--- config.mk ---
export PLATFORM = sky130hd
export DESIGN_NAME = kernel_altmemddr_0_ex_lfsr8_exp
export DESIGN_NICKNAME = d
export VERILOG_FILES = /design/src/rtl/kernel_altmemddr_0_ex_lfsr8_chk_pkg.sv /design/src/rtl/kernel_altmemddr_0_ex_lfsr8_chk_exp.sv
export SDC_FILE = /design/constraint.sdc
export NUM_CORES = 1
export LEC_CHECK = 0
export ABC_AREA = 1
export CAP_MARGIN = 20
export CORE_AREA = 2 2 39 41
export CTS_CLUSTER_SIZE = 16
export DETAILED_ROUTE_END_ITERATION = 8
export DIE_AREA = 0 0 41 43
export GPL_TIMING_DRIVEN = 1
export PLACE_DENSITY_LB_ADDON = 0.05
export RECOVER_POWER = 50
export REMOVE_ABC_BUFFERS = 1
export SETUP_SLACK_MARGIN = 0.02
export SYNTH_ARGS = -nofsm -noshare
export SYNTH_HDL_FRONTEND = slang
export SYNTH_SLANG_ARGS = --single-unit
export TNS_END_PERCENT = 5
--- constraint.sdc ---
create_clock -name clk_i -period 1.05 [get_ports clk_i]
set_clock_uncertainty 0.15 [all_clocks]
set_input_delay 0.105 -clock clk_i [delete_from_list [all_inputs] [get_ports clk_i]]
set_output_delay 0.105 -clock clk_i [all_outputs]
set_load 0.01 [all_outputs]
--- src/rtl/kernel_altmemddr_0_ex_lfsr8_chk_pkg.sv ---
// Shared definitions for the 8-bit LFSR read-side checker and its write-side twin.
// The lfsr_next taps must stay bit-identical to the generator's.
package kernel_altmemddr_0_ex_lfsr8_chk_pkg;

    localparam int LFSR_W = 8;

    typedef enum logic [1:0] {
        ST_IDLE = 2'd0,
        ST_RUN  = 2'd1,
        ST_DONE = 2'd2
    } chk_state_e;

    // An all-zero seed would lock the LFSR, so it is swapped for all-ones.
    function automatic logic [LFSR_W-1:0] lane_seed(input logic [LFSR_W-1:0] base, input int lane);
        logic [LFSR_W-1:0] s;
        s = base + LFSR_W'(lane);
        return (s == '0) ? '1 : s;
    endfunction

    function automatic logic [LFSR_W-1:0] lfsr_next(input logic [LFSR_W-1:0] s);
        return {s[6], s[5], s[4], s[3] ^ s[7], s[2] ^ s[7], s[1] ^ s[7], s[0], s[7]};
    endfunction

endpackage

--- src/rtl/kernel_altmemddr_0_ex_lfsr8_chk_exp.sv ---
// Per-lane expected-value LFSR: loads its seed on reset or start, steps on each accepted beat.
module kernel_altmemddr_0_ex_lfsr8_exp
    import kernel_altmemddr_0_ex_lfsr8_chk_pkg::*;
(
    input  logic              clk_i,
    input  logic              reset_i,
    input  logic              load_i,
    input  logic              adv_i,
    input  logic [LFSR_W-1:0] seed_i,
    output logic [LFSR_W-1:0] exp_o
);

    logic [LFSR_W-1:0] lfsr_q;
    logic [LFSR_W-1:0] lfsr_d;

    always_comb begin
        lfsr_d = lfsr_q;
        if (reset_i || load_i) begin
            lfsr_d = seed_i;
        end else if (adv_i) begin
            lfsr_d = lfsr_next(lfsr_q);
        end
    end

    always_ff @(posedge clk_i) begin
        lfsr_q <= lfsr_d;
    end

    assign exp_o = lfsr_q;

endmodule

# Word-level counts from Yosys, hierarchy flattened
# Cells that the tools add are included.
# word_totals
regBits	8
input_bits	12
out_inout_bits	8
wordCells	8
# classes
muxes	2
bitwise	3
n_reduce_logical	2
# ops
op	count
$mux W8	2
$xor A1 B1 Y1	3
$reduce_bool A2 Y1	1
$logic_or A1 B1 Y1	1

# Depth between registers and ports, before layout
# Gate-level depths: netlist of run 1.
# logic_depth
ltp_word	3
ltp_mapped	4
ltp_nobuf	4

# Worst setup path after synthesis of run 1
# No wires, ideal clock.
# synth_timing
path_kind	reg2reg
start	register lfsr_q[7] (netlist: exp_o[7])
end	register lfsr_q[4] (netlist: exp_o[4]) (data pin)
setup_time_ns	0.253
arrival_time_ns	0.724
t_required_ns	0.647
slack_ns	-0.077
stages_incl_launch_ff	5
path_buffers	0
synth_period_minus_slack_ns	1.127
path_cell_list	edfxtp_1 -> inv_1 -> nand2_1 -> nand3_1 -> nand2_1
# synth_between
elab_chain_cells	3
# synth_rtl
item	line	source
start, declared	kernel_altmemddr_0_ex_lfsr8_chk_exp.sv:13	logic [LFSR_W-1:0] lfsr_q;
start signal, assigned	kernel_altmemddr_0_ex_lfsr8_chk_exp.sv:26	lfsr_q <= lfsr_d;
$xor A1 B1 Y1	kernel_altmemddr_0_ex_lfsr8_chk_pkg.sv:21	return {s[6], s[5], s[4], s[3] ^ s[7], s[2] ^ s[7], s[1] ^ s[7], s[0], s[7]};
$mux W8	kernel_altmemddr_0_ex_lfsr8_chk_exp.sv:20	end else if (adv_i) begin
$mux W8	kernel_altmemddr_0_ex_lfsr8_chk_exp.sv:18	if (reset_i || load_i) begin
net lfsr_d[4]	kernel_altmemddr_0_ex_lfsr8_chk_exp.sv:14	logic [LFSR_W-1:0] lfsr_d;
# The timed path passes the listed nets, and every way through them passes these cells. The select of a mux whose other input is x is not followed.
# A chain may end at the register's enable or synchronous reset.

# Worst setup path in the final report of run 1
# layout_timing
start	register lfsr_q[2] (netlist: exp_o[2])
end	register lfsr_q[3] (netlist: exp_o[3]) (data pin)
# The elaborated chain is that of the path after synthesis.

==> impl_metrics.yaml, run 1 <==
synth:
  synth_area_leaders: "edfxtp_1 (59%), nand2_1 (23%), nand3_1 (3.7%)"
  ys.flop_type: "edfxtp_1"
  synth_edf_count: 8
  synth-seq-area-share_pct: 59.3
  yosysMostFrequentCell: "nand2_1"
  synth_area_um2: 405
  synthCells: 46
  async_flop_share_pct: 0
  ys_warn_count: 0
  ys_top_cells_by_count: "nand2_1 (25), edfxtp_1 (8), inv_1 (4), nand3_1 (3), inv_2 (2)"
  synth_top_area_share_pct: 59.3
  synth_cell_types: 9
  post-synth-top-area-cell: "edfxtp_1"
  syn_area_per_cell_um2: 8.81
  ys_ff_latch: 8
run_status:
  status: "finished with violations"
  violations: "negative setup slack"
sta:
  period_needed_ns: 1.13
  period_share_pct: 108
  fin_ws_ns: -0.0812
  worst_pin_slew_ns: 0.347
  finalMaxSlewViolations: 0
  hold_violations: 0
  setup_tns_ns: -0.633
  fmax_ghz: 0.884
  rsz0062_at_grt: "yes"
  fin_worst_hold_slack_ns: 0.349
  setup_viol: 14
  slew_headroom_pct: 76.9
final_layout:
  largest_reg_flops: 8
  final_core_util_pct: 48.4
  diodes: 0
  syn_to_final_growth_pct: 65.1
  layout-drive-gt1-share_pct: 35.5
  layout.nets: 90
  fin_cells: 92
clock_network:
  clk_pin_slew_ns: 0.05
  holdBufCountCts: 0
  cts_buffers: 3
  htreeDepth: 1
  tritoncts: "yes"
  clk_latency_ns: 0.25
  cts_sinks: 8
  clockRootBuffer: "clkbuf_4"
  clock_path_buffers: 2
hold_path:
  hp-class: "input port to flop"
  min_to: "exp_o[6]$_DFFE_PP_"
  hp-start: "seed_i[6]"
  hold-path-cell-count: 3
setup_path:
  cp_max_fo: 2
  r2r_end: "exp_o[3]$_DFFE_PP_"
  regToRegSetupSlack_ns: -0.08
  crit_arrival_ns: 0.98
  r2r-start: "exp_o[2]$_DFFE_PP_"
  cp-start-kind: "flop"
  worstSetupPathType: "flop to flop"
  ff2ff_path_depth: 5
  worstPathRequired_ns: 0.90
  critPathCaptureType: "flop"
routing:
  via_per_inst: 4.20
  drc: 0
  vias: 386
  wire_per_inst_um: 9.95
  routed_wl_um: 915
  dr.pass1.iters: 2
  drt_iter0_drc: 5
  antenna_left: 0
placement:
  gp_congestion: 0.655
  dp.cells: 87
  hpwlAfterDp_um: 653
  dp_slack_ns: -0.453
  io_buffers: 19
floorplanning:
  die_y_um: 43
  die_area_um2: 1760
  coreArea_um2: 1380
  die_x_um: 41
  initial_core_util_pct: 29.3
  rows: 14
  io_pins: 20
global_routing:
  grt_pass1_vias: 339
  grt_pass1_wl_mm: 1.28
  grtUsageTotal_pct: 11.6
  grt_antenna_before_repair: 0
  grt-ovfl-total: 0
  grt_max_degree: 10
power_and_ir_drop:
  powerDensity_nw_per_um2: 1250
  p_leak_nw: 0.334
  ir_worst_vdd_uv: 574
job:
  cap_viol_max_count: 0
[area by class of cell]
class                           instances  area (um^2)
Fill cell                             155          714
Clock buffer                            3         22.5
Sequential cell                         8          240
Tap cell                               16         20.0
Multi-Input combinational cell         32          153
Inverter                                6         22.5
Timing Repair Buffer                   27          211
[metrics by stage]
stage | instance area (um^2) | power, mW
after floorplan | 405 | 0.490
after global placement | 661 | 0.635
after detailed placement | 661 | 0.635
after CTS | 659 | 0.844
after global routing | 669 | 0.888
final | 669 | 0.840
[worst max-delay path: stages, from the launching register on]
cell and delay, ns:
edfxtp_1 0.39, buf_6 0.13, inv_2 0.04, nand2_1 0.06, nand3_1 0.07, nand2_1 0.05
[layer usage]
metal	GRT usage, %	share of wire, %	up-vias
li1	-	-	205
met1	11.6	40	164
met2	19.1	51	15
met3	4.71	7.5	2
met4	6.00	0.87	0
met5	0	0	-
[worst max-delay path by stage]
| stage | start | end | slack [ns] | depth (start not counted) |
|---|---|---|---|---|
| finish | exp_o[2]$_DFFE_PP_ | exp_o[3]$_DFFE_PP_ | -0.08 | 5 |
| detailed placement | reset_i | exp_o[6]$_DFFE_PP_ | -0.45 | 4 |
| floorplan | exp_o[7]$_DFFE_PP_ | exp_o[4]$_DFFE_PP_ | -0.08 | 4 |
| global route | exp_o[2]$_DFFE_PP_ | exp_o[3]$_DFFE_PP_ | -0.13 | 5 |
| CTS | exp_o[7]$_DFFE_PP_ | exp_o[2]$_DFFE_PP_ | -0.07 | 4 |
| global placement | reset_i | exp_o[6]$_DFFE_PP_ | -0.43 | 4 |
[power breakdown]
part           internal [mW]  total (mW)  leakage, nW  switching (mW)
sequential             0.392       0.411       0.0845          0.0187
combinational          0.111       0.206        0.235          0.0950
clock                  0.130       0.223       0.0138          0.0934
total                  0.633       0.840        0.334           0.207
[timing repair]
| action | 4_1_cts | 5_1_grt |
|---|---|---|
| pin swaps | 0 | 1 |
| setup buffers | 1 | 1 |
| gates resized for setup | 38 | 2 |
| endpoints found under the hold margin | 0 | 0 |
| endpoints found under the setup margin | 24 | 12 |
[cells in the final DEF, fill, tap and decap left out]
cell type,Yosys,layout
clkbuf_4,0,3
inv_2,2,4
nand2_1,25,25
o21ai_0,1,1
nand2_4,1,1
or2_1,1,1
dlygate4sd2_1,0,2
buf_4,0,7
nor2_4,1,1
buf_2,0,8
edfxtp_1,8,8
inv_1,4,2
nand3_2,0,2
buf_6,0,1
nand3_1,3,1
clkdlybuf4s50_1,0,9
[cell families (layout without fill, tap and decap cells)]
| logic type | Yosys count | count (layout) | synth area share, % |
|---|---|---|---|
| compound gates | 1 | 1 | 1.23 |
| buf+inv | 6 | 36 | 5.56 |
| flops | 8 | 8 | 59.3 |
| simple gates | 31 | 31 | 34.0 |
No activity file was read; power rests on OpenSTA's default activity.
==> inputs of run 2 (changes only) <==
--- a/config.mk
+++ b/config.mk
@@ -16,6 +16,7 @@
 export RECOVER_POWER = 50
 export REMOVE_ABC_BUFFERS = 1
 export SETUP_SLACK_MARGIN = 0.02
+export SLEW_MARGIN = 20
 export SYNTH_ARGS = -nofsm -noshare
 export SYNTH_HDL_FRONTEND = slang
 export SYNTH_SLANG_ARGS = --single-unit
==> results of run 2 <==
The final DEF is identical to that of run 1; final timing and power are the same.
==> inputs of run 3 (changes only) <==
--- a/config.mk
+++ b/config.mk
@@ -12,7 +12,7 @@
 export DETAILED_ROUTE_END_ITERATION = 8
 export DIE_AREA = 0 0 41 43
 export GPL_TIMING_DRIVEN = 1
-export PLACE_DENSITY_LB_ADDON = 0.05
+export PLACE_DENSITY = 0.64
 export RECOVER_POWER = 50
 export REMOVE_ABC_BUFFERS = 1
 export SETUP_SLACK_MARGIN = 0.02
==> run 3 against run 2 <==
Effect of this change:
- the flow still finishes with violations (negative setup slack)
- power is 0.40% lower
- hold slack worse by 0.039 ns
- flip-flop and latch count unchanged
- largest cell class unchanged
==> impl_metrics.yaml, run 3 (synthesis results as in run 1) <==
sta:
  worst_pin_slew_ns: 0.199
  period_needed_ns: 1.13
  rsz0062_at_grt: "yes"
  finalMaxSlewViolations: 0
  period_share_pct: 108
  setup_viol: 7
  fin_ws_ns: -0.0799
  slew_headroom_pct: 86.7
  hold_violations: 0
  fmax_ghz: 0.885
run_status:
  status: "finished with violations"
  violations: "negative setup slack"
global_routing:
  grtUsageTotal_pct: 12.6
  grt_antenna_before_repair: 0
  grt_pass1_wl_mm: 1.43
  grt-ovfl-total: 0
  grt_pass1_vias: 363
  grt_max_degree: 10
final_layout:
  final_area_um2: 648
  fin_cells: 89
  syn_to_final_growth_pct: 59.9
  final_cell_mix: "nand2_1 (25), clkdlybuf4s50_1 (9), edfxtp_1 (8), buf_2 (8), inv_2 (5)"
  layout-drive-gt1-share_pct: 34.2
  layout_commonest_cell: "nand2_1"
  diodes: 0
  layout.nets: 87
  largest_reg_flops: 8
placement:
  dp.cells: 86
  gp_congestion: 0.712
  placed_cell_area_um2: 653
  hpwlAfterDp_um: 705
  io_buffers: 19
routing:
  drt_iter0_drc: 4
  antenna_left: 0
  via_per_inst: 4.42
  wire_per_inst_um: 9.98
  vias: 393
  dr.pass1.iters: 3
  drc: 0
  routed_wl_um: 888
floorplanning:
  initial_core_util_pct: 29.3
  coreArea_um2: 1380
  io_pins: 20
  die_area_um2: 1760
  die_y_um: 43
  rows: 14
  die_x_um: 41
setup_path:
  max_stage_delay_ns: 0.40
  crit_slowest_cell: "edfxtp_1"
  worstPathRequired_ns: 0.90
  critPathCaptureType: "flop"
  cp_max_fo: 2
  crit_arrival_ns: 0.98
  cp-start-kind: "flop"
  cp_cell_sequence: "buf_6, inv_2, nand2_1, nand3_1, nand2_1"
  worstSetupPathType: "flop to flop"
  crit_top_cell: "nand2_1"
power_and_ir_drop:
  powerDensity_nw_per_um2: 1290
  power_uw: 837
  ir_worst_vdd_uv: 618
  p_leak_nw: 0.320
hold_path:
  hp-class: "input port to flop"
clock_network:
  htreeDepth: 1
  tritoncts: "yes"
  clockRootBuffer: "clkbuf_4"
  clock_path_buffers: 2
  clk_pin_slew_ns: 0.05
  clk_latency_ns: 0.25
  cts_sinks: 8
  cts_buffers: 3
job:
  cap_viol_max_count: 0
[run 3: changes by cell type in the layout (fill, tap and decap cells not counted)]
cell and delta:
inv_2 +1, buf_4 -4, nand3_2 -1, nand3_1 +1, or2_1 -1, inv_1 -1, buf_6 +1, or2_4 +1
[run 3: metal layers]
| layer | global-route usage (%) | part of all wire [%] |
|---|---|---|
| met1 | 14.2 | 42 |
| met2 | 19.1 | 52 |
| met3 | 3.14 | 6.0 |
| met4 | 10.0 | 0 |
| met5 | 0 | 0 |
[run 3: cell type report]
class                   count  area (um^2)
well taps                  16         20.0
inverters                   6         22.5
flip-flops and latches      8          240
multi-input cells          32          150
repair buffers             24          193
clock buffers               3         22.5
fillers                   152          736
[run 3: timing repair]
action                                  CTS  global route
cloned                                    0             0
buffers inserted                          0             0
gates resized for setup                  38             3
pin swaps                                 1             2
hold buffers                              0             0
endpoints found under the setup margin   24            12
[run 3: through the flow]
stage / hold WS [ns] / TNS, ns / util (%) / worst slack [ns]
floorplan: 0.134 / -0.241 / - / -0.0767
global route: 0.336 / -0.652 / 46.8 / -0.114
finish: 0.310 / -0.290 / 46.8 / -0.0799
detailed placement: 0.399 / -7.52 / 47.2 / -0.517
CTS: 0.303 / -0.375 / 46.2 / -0.0913
global placement: 0.396 / -7.21 / 47.2 / -0.492
[run 3: final timing paths]
check | start | to | slack, ns | depth (start not counted)
worst max-delay path | exp_o[2]$_DFFE_PP_ | exp_o[3]$_DFFE_PP_ | -0.08 | 5
worst max register to register | exp_o[2]$_DFFE_PP_ | exp_o[3]$_DFFE_PP_ | -0.08 | 5
worst min register to register | exp_o[5]$_DFFE_PP_ | exp_o[6]$_DFFE_PP_ | 0.40 | 2
worst min-delay path | reset_i | exp_o[1]$_DFFE_PP_ | 0.31 | 4
[run 3: report_power, final]
group,internal (mW),switching (mW),total (mW)
logic,0.102,0.0899,0.192
clock network,0.131,0.102,0.233
registers,0.392,0.0197,0.412
total,0.625,0.212,0.837
[run 3: critical path: cells and delay by family, from the launching register on]
| family | cells | cell delay, ns |
|---|---|---|
| DFF | 1 | 0.40 |
| and+or+nand+nor | 3 | 0.17 |
| buffers and inverters | 2 | 0.17 |
